===== config.mk =====
export PLATFORM = sky130hd
export DESIGN_NAME = board_seed_loader
export DESIGN_NICKNAME = d
export VERILOG_FILES = /design/src/rtl/board_seed_loader.sv
export SDC_FILE = /design/constraint.sdc
export NUM_CORES = 1
export LEC_CHECK = 0
export CAP_MARGIN = 10
export CORE_ASPECT_RATIO = 0.9
export CORE_MARGIN = 2
export CORE_UTILIZATION = 48
export CTS_CLUSTER_SIZE = 10
export DETAILED_ROUTE_END_ITERATION = 7
export PLACE_DENSITY = 0.77
export SLEW_MARGIN = 20
export SYNTH_ARGS = -nofsm -noshare
export SYNTH_HDL_FRONTEND = slang
export SYNTH_SLANG_ARGS = --single-unit
export TNS_END_PERCENT = 1

===== constraint.sdc =====
create_clock -name clk -period 2 [get_ports clk]
set_clock_uncertainty 0.1 [all_clocks]
set_input_delay 0.2 -clock clk [delete_from_list [all_inputs] [get_ports clk]]
set_output_delay 0.2 -clock clk [all_outputs]
set_load 0.05 [all_outputs]

===== src/rtl/board_seed_loader.sv =====
// Fills the Game-of-Life board RAM row by row from a serial random-bit stream.
// Each cell is the AND of DENSITY consecutive stream bits; the first cell lands at bit COLS-1.
module board_seed_loader #(
    parameter int COLS    = 32,
    parameter int ROWS    = 24,
    parameter int ADDR_W  = 5,
    parameter int DENSITY = 2
) (
    input  logic              clk,
    input  logic              rst_b,
    input  logic              start,
    output logic              random_en,
    input  logic              random_data,
    output logic              wr_en,
    output logic [ADDR_W-1:0] wr_addr,
    output logic [COLS-1:0]   wr_data,
    output logic              busy,
    output logic              done
);

    localparam int CELL_W = (COLS > 1) ? $clog2(COLS) : 1;
    localparam int BIT_W  = (DENSITY > 1) ? $clog2(DENSITY) : 1;
    localparam logic [ADDR_W-1:0] LAST_ROW  = ADDR_W'(ROWS - 1);
    localparam logic [CELL_W-1:0] LAST_CELL = CELL_W'(COLS - 1);
    localparam logic [BIT_W-1:0]  LAST_BIT  = BIT_W'(DENSITY - 1);

    typedef enum logic [1:0] {IDLE, SHIFT, WRITE, DONE} state_t;

    state_t            state, state_nx;
    logic [ADDR_W-1:0] row_cnt;
    logic [CELL_W-1:0] cell_cnt;
    logic [BIT_W-1:0]  bit_cnt;
    logic              zero_seen;
    logic [COLS-1:0]   row_reg;
    logic              cell_val;
    logic              cell_end;
    logic              row_end;

    // zero_seen records any 0 among the cell's bits so far, so the AND needs no preset.
    always_comb begin
        cell_val = ~zero_seen & random_data;
        cell_end = (bit_cnt == LAST_BIT);
        row_end  = cell_end && (cell_cnt == LAST_CELL);
    end

    always_ff @(posedge clk or negedge rst_b) begin
        if (!rst_b) state <= IDLE;
        else        state <= state_nx;
    end

    always_comb begin
        state_nx  = state;
        random_en = 1'b0;
        wr_en     = 1'b0;
        busy      = 1'b1;
        done      = 1'b0;
        unique case (state)
            IDLE: begin
                busy = 1'b0;
                if (start) state_nx = SHIFT;
            end
            SHIFT: begin
                random_en = 1'b1;
                if (row_end) state_nx = WRITE;
            end
            WRITE: begin
                wr_en    = 1'b1;
                state_nx = (row_cnt == LAST_ROW) ? DONE : SHIFT;
            end
            DONE: begin
                done     = 1'b1;
                state_nx = IDLE;
            end
            default: state_nx = IDLE;
        endcase
    end

    always_ff @(posedge clk or negedge rst_b) begin
        if (!rst_b) begin
            row_cnt   <= '0;
            cell_cnt  <= '0;
            bit_cnt   <= '0;
            zero_seen <= 1'b0;
            row_reg   <= '0;
            wr_addr   <= '0;
            wr_data   <= '0;
        end else begin
            unique case (state)
                IDLE: begin
                    if (start) begin
                        row_cnt   <= '0;
                        cell_cnt  <= '0;
                        bit_cnt   <= '0;
                        zero_seen <= 1'b0;
                        row_reg   <= '0;
                    end
                end
                SHIFT: begin
                    if (cell_end) begin
                        bit_cnt   <= '0;
                        zero_seen <= 1'b0;
                        row_reg   <= {row_reg[COLS-2:0], cell_val};
                        if (row_end) begin
                            cell_cnt <= '0;
                            wr_addr  <= row_cnt;
                            wr_data  <= {row_reg[COLS-2:0], cell_val};
                        end else begin
                            cell_cnt <= cell_cnt + 1'b1;
                        end
                    end else begin
                        bit_cnt   <= bit_cnt + 1'b1;
                        zero_seen <= zero_seen | ~random_data;
                    end
                end
                WRITE: begin
                    if (row_cnt != LAST_ROW) row_cnt <= row_cnt + 1'b1;
                end
                default: ;
            endcase
        end
    end

endmodule


==> impl_metrics.tcl <==
set metrics [dict create \
    status "finished clean" \
    fin_ws_ps 108 \
    worstSkewPairLatency_ps 340 \
    wirelength_um 5550 \
    wire_per_inst_um 14.9 \
    cp_data_arrival_time_ps 2020 \
    grt_usage 0.168 \
    largest_register_ffs 32 \
    synth_area_um2 3230 \
    clock_path_buffers 2 \
    period_share 0.946 \
    drc 0 \
    grt_pass1_vias 1999 \
    timing.fmax_ghz 0.529 \
    synth_top_flop_cell "dfrtp_1" \
    synth_area_leaders "dfrtp_1, a22o_1, mux2_2" \
    relSlewSlack 0.665 \
    root_buffer "clkbuf_8" \
    cts_tree "built" \
    maxCapViolations 0 \
    synth_top_area_frac 0.635 \
    clkTransAtPathRegs_ps 80 \
    die_y_um 81.8 \
    routabilityCongestion 0.759 \
    grt_max_degree 45 \
    overflow 0 \
    dpl_cell_area_um2 3790 \
    numCtsBuffers 9 \
    postLayoutCellArea_um2 4040 \
    yosysMostFrequentCell "dfrtp_1" \
    start_util 0.493 \
    fill_cells 536 \
    cts_sinks 82 \
    fin_tns_setup_ps 0 \
    crit_fanout 32 \
    peakVddDrop_uv 314 \
    power_density_nw_per_um2 777 \
    vias 1970 \
    die-area_um2 7400 \
    crit_chain "ha_2 -> and3_1 -> ha_1 -> nand4b_1 -> buf_12 -> mux2_2" \
    synth-seq-cells 82 \
    n_antenna_cell 0 \
    synth_edf_count 0 \
    critPathKind "flip-flop to flip-flop" \
    firstDrtPassIters 4 \
    via_per_inst 5.28 \
    synth.largest_area_cell "dfrtp_1" \
    synth_area_per_cell_um2 14.3 \
    hold_path.class "primary input to asynchronous set/reset pin" \
    whs_ps 257 \
    synth_cell_types 35 \
    antenna_found_initial 0 \
    seqCellArea_um2 2050 \
    reg2reg_depth 6 \
    yosys_warnings 0 \
    crit_buf_inv 1 \
    drv_slew 0 \
    rows 28 \
    end_kind "flip-flop" \
    power.total_mw 3.14 \
    cp_slowest_stage_delay_ps 400 \
    r2r_setup_slack_ps 110 \
    r2r_start "cell_cnt[0]$_DFFE_PN0P_" \
    period_needed_ps 1890 \
    synth_commonest_cells "dfrtp_1, a22o_1, mux2_2, mux2_1, nand2_1" \
    timing.rr.end "wr_data[5]$_DFFE_PN0P_" \
    drive_above_1_share 0.198 \
    multi_input_area_um2 1070 \
    worst_setup_path_start_kind "flip-flop" \
    area_growth_pct 25.0 \
    die_w_um 90.5 \
    syn_inst 226 \
    grt_pass1_wl_um 9590 \
    io_pins 45 \
    p_leak_nw 1.94 \
    synthArstFlopShare 1.00 \
    io_buffers 44 \
    synth_nets 233 \
    setup_viol 0 \
    core_area_um2 6550 \
    num-nets-final 285 \
    final_antenna_net_count 0 \
    yosysSeqAreaShare 0.635 \
    hold_violations 0 \
    rsz0062_at_grt "false" \
    drt_iter0_drc 99 \
    cts_max_level 3 \
    worst_slew_pin_slew_ps 500 \
    post-dp-hpwl_um 3640 \
    crit_family "flip-flops" \
    critPathRequiredTime_ps 2130 \
    cp_slowest_cell "dfrtp_1" \
    place_ws_ps 70.9 \
]
## final cells by class
class,count,area share
sequential,82,0.508
clock buffer,12,0.0409
clock inverter,4,0.0180
timing repair buffer,55,0.137
inverter,3,0.00279
multi-input combinational,127,0.266
tap,90,0.0279
## worst reg2reg max path: stages, from the launching register on
cell and delay, ps:
dfrtp_1 400, ha_2 210, and3_1 140, ha_1 180, nand4b_1 150, buf_12 230, mux2_2 360
## per-stage QoR
step,util,instances
2_1_floorplan,-,226
3_3_place_gp,0.578,356
3_5_place_dp,0.578,356
4_1_cts,0.616,373
5_1_grt,0.616,373
6_report,0.616,373
## cell families after synthesis
logic type      synth area share
compound gates             0.124
xor+xnor                 0.00814
fa+ha+maj                 0.0116
buf+inv                   0.0333
flops                      0.635
mux                        0.132
simple gates              0.0554
## report_power, final
group	leakage, nW	switching, mW	internal [mW]
registers	1.08	0.0224	1.68
logic	0.740	0.0395	0.0303
clock network	0.119	0.559	0.803
## what timing repair did
item                                    in CTS  in global routing
endpoints found under the hold margin       38                  0
pin swaps                                    0                  0
gates resized for setup                      1                  1
buffers inserted                             0                  0
hold buffers                                 1                  0
endpoints found under the setup margin       1                 24
## worst max path at each step
stage	cells after the start	endpoint	slack, ps	from
finish	6	wr_data[5]$_DFFE_PN0P_	110	cell_cnt[0]$_DFFE_PN0P_
global placement	6	wr_data[7]$_DFFE_PN0P_	100	cell_cnt[0]$_DFFE_PN0P_
detailed placement	6	wr_data[5]$_DFFE_PN0P_	70	cell_cnt[0]$_DFFE_PN0P_
CTS	6	wr_data[5]$_DFFE_PN0P_	60	cell_cnt[0]$_DFFE_PN0P_
floorplan	4	row_cnt[2]$_DFFE_PN0P_	90	state[1]$_DFFE_PN0P_
global route	6	wr_data[5]$_DFFE_PN0P_	20	cell_cnt[0]$_DFFE_PN0P_
## cells in the final DEF, fill, tap and decap left out, types with 3 or more instances in the layout
| cell | synthesis | routed |
|---|---|---|
| a22o_1 | 35 | 35 |
| mux2_2 | 23 | 23 |
| nand3_1 | 3 | 3 |
| nor2_1 | 3 | 3 |
| mux2_1 | 13 | 13 |
| nor2b_1 | 4 | 4 |
| inv_1 | 3 | 3 |
| o21ai_0 | 5 | 5 |
| nand2_1 | 12 | 12 |
| clkbuf_8 | 0 | 12 |
| buf_12 | 0 | 3 |
| a21oi_1 | 3 | 3 |
| buf_4 | 1 | 11 |
| dfrtp_1 | 82 | 82 |
| clkdlybuf4s50_1 | 0 | 39 |
## routing by layer
metal / track usage / up-vias / part of all wire
met5: 0 / - / 0
met4: 0.0969 / 0 / 0.016
li1: - / 928 / -
met2: 0.263 / 33 / 0.47
met1: 0.223 / 1001 / 0.48
met3: 0.0339 / 8 / 0.028
No activity file was read; power rests on OpenSTA's default activity.
